==> src/rtl/draw_sched_pkg.sv <==
// Shared encodings for the draw scheduler: job kinds, FSM states, watchdog
// sizing and the fixed-priority job pick.
package draw_sched_pkg;

  typedef enum logic [2:0] {
    JOB_NONE,
    JOB_BLACK,
    JOB_LOSE,
    JOB_START,
    JOB_ROUND
  } job_t;

  typedef enum logic [1:0] {
    IDLE,
    ISSUE,
    WAIT_ACK,
    WAIT_DONE
  } state_t;

  localparam int DEF_TIMEOUT = 131071;
  localparam int WD_W        = 17;

  // Pending-bit positions, bit order {round, start, lose, black}
  localparam int P_BLACK = 0;
  localparam int P_LOSE  = 1;
  localparam int P_START = 2;
  localparam int P_ROUND = 3;

  function automatic job_t pick_job(input logic [3:0] p);
    if (p[P_BLACK])      return JOB_BLACK;
    else if (p[P_LOSE])  return JOB_LOSE;
    else if (p[P_START]) return JOB_START;
    else if (p[P_ROUND]) return JOB_ROUND;
    else                 return JOB_NONE;
  endfunction

  function automatic logic [3:0] job_bit(input job_t j);
    case (j)
      JOB_BLACK: return 4'b0001;
      JOB_LOSE:  return 4'b0010;
      JOB_START: return 4'b0100;
      JOB_ROUND: return 4'b1000;
      default:   return 4'b0000;
    endcase
  endfunction

endpackage

==> src/rtl/draw_watchdog.sv <==
// Per-job watchdog: cleared at issue, counts while enabled, saturates at LIMIT.
module draw_watchdog
  import draw_sched_pkg::*;
#(
  parameter int LIMIT = DEF_TIMEOUT
) (
  input  logic clock,
  input  logic resetn,
  input  logic clear,
  input  logic enable,
  output logic expired
);

  localparam logic [WD_W-1:0] LIM = WD_W'(LIMIT);

  logic [WD_W-1:0] cnt;

  always_ff @(posedge clock or negedge resetn) begin
    if (!resetn)                   cnt <= '0;
    else if (clear)                cnt <= '0;
    else if (enable && cnt != LIM) cnt <= cnt + 1'b1;
  end

  assign expired = (cnt == LIM);

endmodule

==> src/rtl/draw_scheduler.sv <==
// Queues game-FSM draw requests and issues them one at a time to text_display,
// holding round selectors for the whole draw and watching writeEn for completion.
module draw_scheduler
  import draw_sched_pkg::*;
#(
  parameter int TIMEOUT_CYCLES = DEF_TIMEOUT,
  parameter int SEL_W          = 3
) (
  input  logic             clock,
  input  logic             resetn,
  input  logic             req_round,
  input  logic             req_start,
  input  logic             req_lose,
  input  logic             req_black,
  input  logic [SEL_W-1:0] not_not_sel_in,
  input  logic [SEL_W-1:0] colour_logic_sel_in,
  input  logic [SEL_W-1:0] colour_sel_1_in,
  input  logic [SEL_W-1:0] colour_sel_2_in,
  input  logic             disp_write_en,
  output logic             draw_enable,
  output logic             start,
  output logic             lose,
  output logic             black,
  output logic [SEL_W-1:0] not_not_selector,
  output logic [SEL_W-1:0] colour_logic_selector,
  output logic [SEL_W-1:0] colour_selector_1,
  output logic [SEL_W-1:0] colour_selector_2,
  output logic             busy,
  output logic [3:0]       pending,
  output logic             job_done,
  output logic             job_timeout
);

  state_t state, state_n;
  job_t   job, job_n;

  logic [3:0]            req, clr;
  logic [3:0][SEL_W-1:0] shadow, sel_q;
  logic                  sel_load, wd_clr, wd_en, wd_exp;

  assign req = {req_round, req_start, req_lose, req_black};

  always_ff @(posedge clock or negedge resetn) begin
    if (!resetn) begin
      state   <= IDLE;
      job     <= JOB_NONE;
      pending <= '0;
      shadow  <= '0;
      sel_q   <= '0;
    end else begin
      state   <= state_n;
      job     <= job_n;
      // a new request wins over the clear, so a same-kind request re-queues the job
      pending <= (pending & ~clr) | req;
      if (req_round)
        shadow <= {not_not_sel_in, colour_logic_sel_in, colour_sel_1_in, colour_sel_2_in};
      if (sel_load)
        sel_q <= shadow;
    end
  end

  always_comb begin
    state_n     = state;
    job_n       = job;
    clr         = '0;
    sel_load    = 1'b0;
    wd_clr      = 1'b0;
    job_done    = 1'b0;
    job_timeout = 1'b0;
    case (state)
      IDLE: begin
        if (|pending) begin
          job_n    = pick_job(pending);
          clr      = job_bit(job_n);
          sel_load = (job_n == JOB_ROUND);
          state_n  = ISSUE;
        end
      end
      ISSUE: begin
        wd_clr  = 1'b1;
        state_n = WAIT_ACK;
      end
      WAIT_ACK: begin
        if (wd_exp) begin
          job_timeout = 1'b1;
          job_n       = JOB_NONE;
          state_n     = IDLE;
        end else if (disp_write_en) begin
          state_n = WAIT_DONE;
        end
      end
      WAIT_DONE: begin
        // writeEn stays high across all round phases, so its fall marks the end
        if (!disp_write_en) begin
          job_done = 1'b1;
          job_n    = JOB_NONE;
          state_n  = IDLE;
        end else if (wd_exp) begin
          job_timeout = 1'b1;
          job_n       = JOB_NONE;
          state_n     = IDLE;
        end
      end
      default: state_n = IDLE;
    endcase
  end

  assign wd_en = (state == WAIT_ACK) || (state == WAIT_DONE);

  draw_watchdog #(.LIMIT(TIMEOUT_CYCLES)) u_wd (
    .clock   (clock),
    .resetn  (resetn),
    .clear   (wd_clr),
    .enable  (wd_en),
    .expired (wd_exp)
  );

  assign draw_enable = (state == ISSUE) && (job == JOB_ROUND);
  assign start       = (state == ISSUE) && (job == JOB_START);
  assign lose        = (state == ISSUE) && (job == JOB_LOSE);
  assign black       = (state == ISSUE) && (job == JOB_BLACK);
  assign busy        = (state != IDLE);

  assign {not_not_selector, colour_logic_selector, colour_selector_1, colour_selector_2} = sel_q;

endmodule

==> config.mk <==
export PLATFORM = sky130hd
export DESIGN_NAME = draw_scheduler
export DESIGN_NICKNAME = d
export VERILOG_FILES = /design/src/rtl/draw_sched_pkg.sv /design/src/rtl/draw_watchdog.sv /design/src/rtl/draw_scheduler.sv
export SDC_FILE = /design/constraint.sdc
export NUM_CORES = 1
export LEC_CHECK = 0
export CAP_MARGIN = 0
export CORE_MARGIN = 2
export CORE_UTILIZATION = 52
export CTS_BUF_LIST = sky130_fd_sc_hd__clkbuf_8 sky130_fd_sc_hd__clkbuf_16
export DETAILED_ROUTE_END_ITERATION = 8
export PLACE_DENSITY = 0.79
export REMOVE_ABC_BUFFERS = 1
export SKIP_LAST_GASP = 1
export SLEW_MARGIN = 30
export SYNTH_ARGS = -nofsm -noshare
export SYNTH_HDL_FRONTEND = slang
export SYNTH_SLANG_ARGS = --single-unit
==> constraint.sdc <==
create_clock -name clock -period 2.5 [get_ports clock]
set_input_delay 0.5 -clock clock [delete_from_list [all_inputs] [get_ports clock]]
set_output_delay 0.5 -clock clock [all_outputs]
set_load 0.005 [all_outputs]
; ---- Yosys cells after proc, flatten, opt, wreduce, memory -nomap -nowiden
; Index checks and enable logic that the tools add are counted.
[word_totals]
reg_bits = 50
in_bits = 19
out_inout_bits = 23
word_cells = 74
[classes]
addsub = 1
n_eq_ne = 16
n_mux = 29
bitwise_logic = 3
reduce_logical = 13
[ops]
columns = op, n
row1 = $mux 17, 2
row2 = $mux 3, 9
row3 = $add 17x1->17 const B, 1
row4 = $eq 17x17->1 const B, 1
row5 = $ne 17x17->1 const B, 1
row6 = $pmux 4 s4, 1
row7 = $eq 3x2->1 const B, 4
row8 = $mux 2, 5
row9 = $pmux 3 s3, 1
row10 = $mux 4, 2
row11 = $pmux 2 s4, 1
row12 = $mux 1, 7
row13 = $eq 3x1->1 const B, 2
row14 = $eq 3x3->1 const B, 2
row15 = $ne 3x2->1 const B, 2
row16 = $logic_and 1x1->1, 5
row17 = $and 4x4->4, 1
row18 = $eq 2x2->1 const B, 2
row19 = $not 4->4, 1
row20 = $or 4x4->4, 1
row21 = $reduce_bool 2->1, 2
row22 = $reduce_or 4->1, 1
row23 = $reduce_and 3->1, 1
row24 = $reduce_bool 3->1, 1
row25 = other kinds (6), 6

; ---- Depth between registers and ports, before layout
[depth]
word_depth = 13
mapped_depth = 9
mapped_depth_nobuf = 8

; ---- Cells and area by module
; A second synthesis with hierarchy kept.
[unflattened]
hier_cells = 187
hier_area_um2 = 2273.4
[modules_own_cells]
columns = module, n_inst, cells_per_inst, area_each_um2, seq_area_each_um2
row1 = draw_scheduler, 1, 97, 1411.4, 825.8
row2 = draw_watchdog, 1, 90, 862.1, 425.4

; ---- Worst setup path after synthesis
; No wires, ideal clock.
[synth_path]
kind = flip-flop to flip-flop
startpoint = register u_wd.cnt[0]
endpoint = register u_wd.cnt[15]
setup_ns = 0.127
t_arrival_ns = 2.042
t_required_ns = 2.373
setup_slack_ns = 0.331
path_stages_with_launch = 10
n_path_buf = 1
period_less_slack_ns = 2.169
cell_sequence = dfrtp_1 -> ha_1 -> nand3_1 -> nor3_1 -> ha_1 -> nand4b_4 -> or4_1 -> buf_2 -> o211ai_2 -> o31ai_2
[synth_between]
elab_chain_len = 3
word_cells_on_any_way = 6
cone_classes = 1 x add/sub / 1 x eq/ne / 2 x mux / 2 x reduce/logical
[synth_rtl]
columns = item, line_no
row1 = start: declaration, draw_watchdog.sv:16  ; logic [WD_W-1:0] cnt;
row2 = start signal: assignment, draw_watchdog.sv:21  ; else if (enable && cnt != LIM) cnt <= cnt + 1'b1;
row3 = $add 17x1->17 or $ne 17x17->1 (tied branches), draw_watchdog.sv:21
row4 = $mux 17 or $logic_and 1x1->1 (tied branches), draw_watchdog.sv:21
row5 = $mux 17 or $reduce_bool 2->1 (tied branches), -
; Parallel ways exist; a longest one is shown, timed or not. The select of a mux whose other input is x is not followed.
; A chain may end at the register's enable or synchronous reset.

; ---- Worst setup path in the final report
[layout_path]
startpoint = register u_wd.cnt[8]
endpoint = output job_timeout
[layout_between]
elab_chain_len = 4
[layout_rtl]
columns = item, line_no
row1 = $eq 17x17->1 *, draw_watchdog.sv:24  ; assign expired = (cnt == LIM);
row2 = $mux 1 *, "draw_scheduler.sv:84, draw_scheduler.sv:98"
row3 = $mux 1, draw_scheduler.sv:94  ; if (!disp_write_en) begin
row4 = $pmux 1 s2 *, draw_scheduler.sv:70  ; case (state)
row5 = end: declaration, draw_scheduler.sv:31  ; output logic job_timeout
; Every way passes the cells marked *; elsewhere a longest branch is shown, timed or not.

==> impl_metrics.ini <==
[clock_network]
ctsHoldBuffers = 0
path_clk_slew_ps = 90
cts_tree = yes
cts_made_buffers = 5
root_buffer = clkbuf_8
insertion_delay_ps = 300
cts.htree.levels = 2
clock_path_buffers = 2
clock_sinks = 50

[worst_setup_path]
criticalPathCategory = reg2out
worstPathRequired_ps = 2000
slowest_stage = dfrtp_1
crit_buf_inv = 1
path_cells = nand4_2 -> or2_1 -> nor3_2 -> ha_2 -> nand2_1 -> nor2_1 -> clkdlybuf4s15_1
cp_top_family = simple AND/OR/NAND/NOR gates
worst_setup_path_start_kind = flop
rrSetupSlack_ps = 210
critPathMaxStageDelay_ps = 380
crit_fanout = 2
cp-end-kind = output pin
critPathArrivalTime_ps = 1840

[global_route]
grt_pass1_wl_um = 8000
grt_pass1_vias = 1686
grt.total_usage = 0.205
antenna_found_initial = 0
grt_start_max_net_pins = 51
gr-total-overflow = 0

[power_and_ir_drop]
p_leak_nw = 1.39
finalPower_mw = 2.12
irDropWorstVdd_uv = 365
p_per_area_nw_per_um2 = 701

[sta]
slew-limit-headroom = 0.599
worst_pin_slew_ps = 601
finalClockSkew_ps = 1.65
period_share = 0.934
period_needed_ps = 2340
setup_viol = 0
fmax_ghz = 0.428
worst_slack_ps = 164
final-hold-violation-count = 0
final_max_slew_viol_count = 0

[routing]
wl_per_cell_um = 15.0
ant_nets = 0
drtPass1Iterations = 4
num_vias = 1701
drc = 0
drt_iter0_drc = 50
wl_um = 4640
viasPerCell = 5.50

[logic_synthesis]
syn_avg_cell_area_sq_um = 12.1
synth_warnings = 0
syn_area_sq_um = 2280
synth.distinct_cells = 40
yosysSeqAreaShare = 0.549
synth_enable_flop_cells = 0
ys_ff_latch = 50
synth_ff_type = dfrtp_1
synthCells = 188
async_flop_share = 1.00

[placed_design]
place_area_sq_um = 2850
dp_hpwl_um = 3190
dp_slack_ps = 48.9
finalWeightedCongestion = 0.821
place.port_buffers = 41
dp.cells = 292

[cells_and_area]
fill_cells = 292
finalInstanceArea_sq_um = 3030
fin_nets = 278
seqCellArea_sq_um = 1250
area_growth_pct = 32.9
final_cells = 309
diodes = 0
layout-drive-gt1-share = 0.280
multiInputGateArea_sq_um = 987

[floorplanning]
die_w_um = 70.2
rows = 24
die_y_um = 70.2
initial_core_util = 0.531
dieArea_sq_um = 4930
pin_count = 42
core_sq_um = 4290

[outcome]
status = finished, final reports clean

[job]
max-cap-violations = 0

[min_path]
hold_path_class = in2async
cells by family (layout without fill, tap and decap cells):
kind of cell    after synthesis  in the layout  share of synthesized area
compound gates               38             38                      0.118
xor+xnor                      1              1                    0.00384
fa+ha+maj                     3              3                     0.0165
buf+inv                      10             79                     0.0219
flops                        50             50                      0.549
mux                          26             26                      0.141
simple gates                 60             60                      0.150
sequential cells by signal (all words and copies together) (netlist names):
signal and count:
pending 4, colour_selector_1 3, colour_logic_selector 3, colour_selector_2 3, state 2, u_wd.cnt 17
shadow 12, not_not_selector 3, job 3
final cells by class:
| cell class | count | share of cell area |
|---|---|---|
| multi-input cells | 128 | 0.326 |
| flip-flops and latches | 50 | 0.413 |
| clock buffers | 5 | 0.0227 |
| repair buffers | 68 | 0.201 |
| inverters | 3 | 0.00371 |
| clock inverters | 3 | 0.0132 |
| well taps | 52 | 0.0215 |
layout by cell type (no fill, tap or decap), types with 3 or more instances in the layout:
cell | synthesis | layout
clkbuf_8 | 0 | 5
o211ai_1 | 4 | 4
o21ai_0 | 15 | 15
buf_4 | 0 | 27
clkdlybuf4s50_1 | 0 | 39
dfrtp_1 | 50 | 50
a21o_1 | 4 | 4
nand3_1 | 13 | 13
inv_1 | 3 | 3
nand2_1 | 13 | 13
mux2_4 | 8 | 8
mux2_2 | 17 | 17
nand4_1 | 3 | 3
o31ai_1 | 3 | 3
nor2_1 | 10 | 10
nand2b_1 | 3 | 3
nor2b_1 | 3 | 3
worst paths after layout:
check / start / to / depth (start not counted)
max: u_wd.cnt[8] / job_timeout / 7
min: resetn / u_wd.cnt[0] / 2
max reg2reg: u_wd.cnt[0] / u_wd.cnt[15] / 9
min reg2reg: u_wd.cnt[14] / u_wd.cnt[14] / 1
max in group asynchronous: resetn / colour_logic_selector[2] / 2
min in group clock: u_wd.cnt[14] / u_wd.cnt[14] / 1
where the power goes:
group	total [mW]	leakage (nW)	internal, mW	switching, mW
sequential	0.982	0.641	0.902	0.0807
clock	0.551	0.0579	0.295	0.257
combinational	0.590	0.696	0.281	0.310
total	2.12	1.39	1.48	0.647
metal layers:
layer  GRT usage  wire length, um
met4      0.0748               84
met2       0.316             2240
met1       0.274             2080
met5           0                0
met3      0.0649              236
synthesized netlist by cell type (all sizes together), types with 2 or more instances:
| cell type | instances | area, sq um |
|---|---|---|
| o31ai | 5 | 47.5 |
| a21o | 4 | 30.0 |
| a22o | 2 | 17.5 |
| mux2 | 25 | 312 |
| nand2b | 3 | 18.8 |
| nand4 | 5 | 43.8 |
| o21ai | 16 | 80.1 |
| nand2 | 13 | 48.8 |
| nor2 | 11 | 43.8 |
| nand3 | 14 | 75.1 |
| o311ai | 2 | 17.5 |
| or2 | 2 | 12.5 |
| o41ai | 2 | 17.5 |
| o211ai | 6 | 55.1 |
| nor2b | 3 | 18.8 |
| or4 | 2 | 15.0 |
| inv | 3 | 11.3 |
| buf | 6 | 35.0 |
| ha | 3 | 37.5 |
| dfrtp | 50 | 1250 |
worst reg2reg max path, delay by kind of cell (launching register included):
| kind | cells | cell delay (ps) |
|---|---|---|
| and+or+nand+nor | 4 | 890 |
| adders and majority gates | 2 | 420 |
| buffers and inverters | 1 | 150 |
| DFF | 1 | 400 |
| AOI/OAI and AO/OA | 2 | 310 |
through the flow:
step | TNS, ps | util | hold WS (ps)
2_1_floorplan | 0 | - | 204
3_3_place_gp | 0 | 0.663 | 474
3_5_place_dp | 0 | 0.663 | 492
4_1_cts | 0 | 0.702 | 309
5_1_grt | -4.55 | 0.706 | 336
6_report | 0 | 0.706 | 282
what timing repair did:
action                     in CTS  in global routing
setup endpoints to repair       1                  1
pin swaps                       4                  3
hold endpoints to repair        0                  0
resized for setup               3                  1
buffers inserted                7                  2
Note: power is estimated with default switching activity, not from simulation.
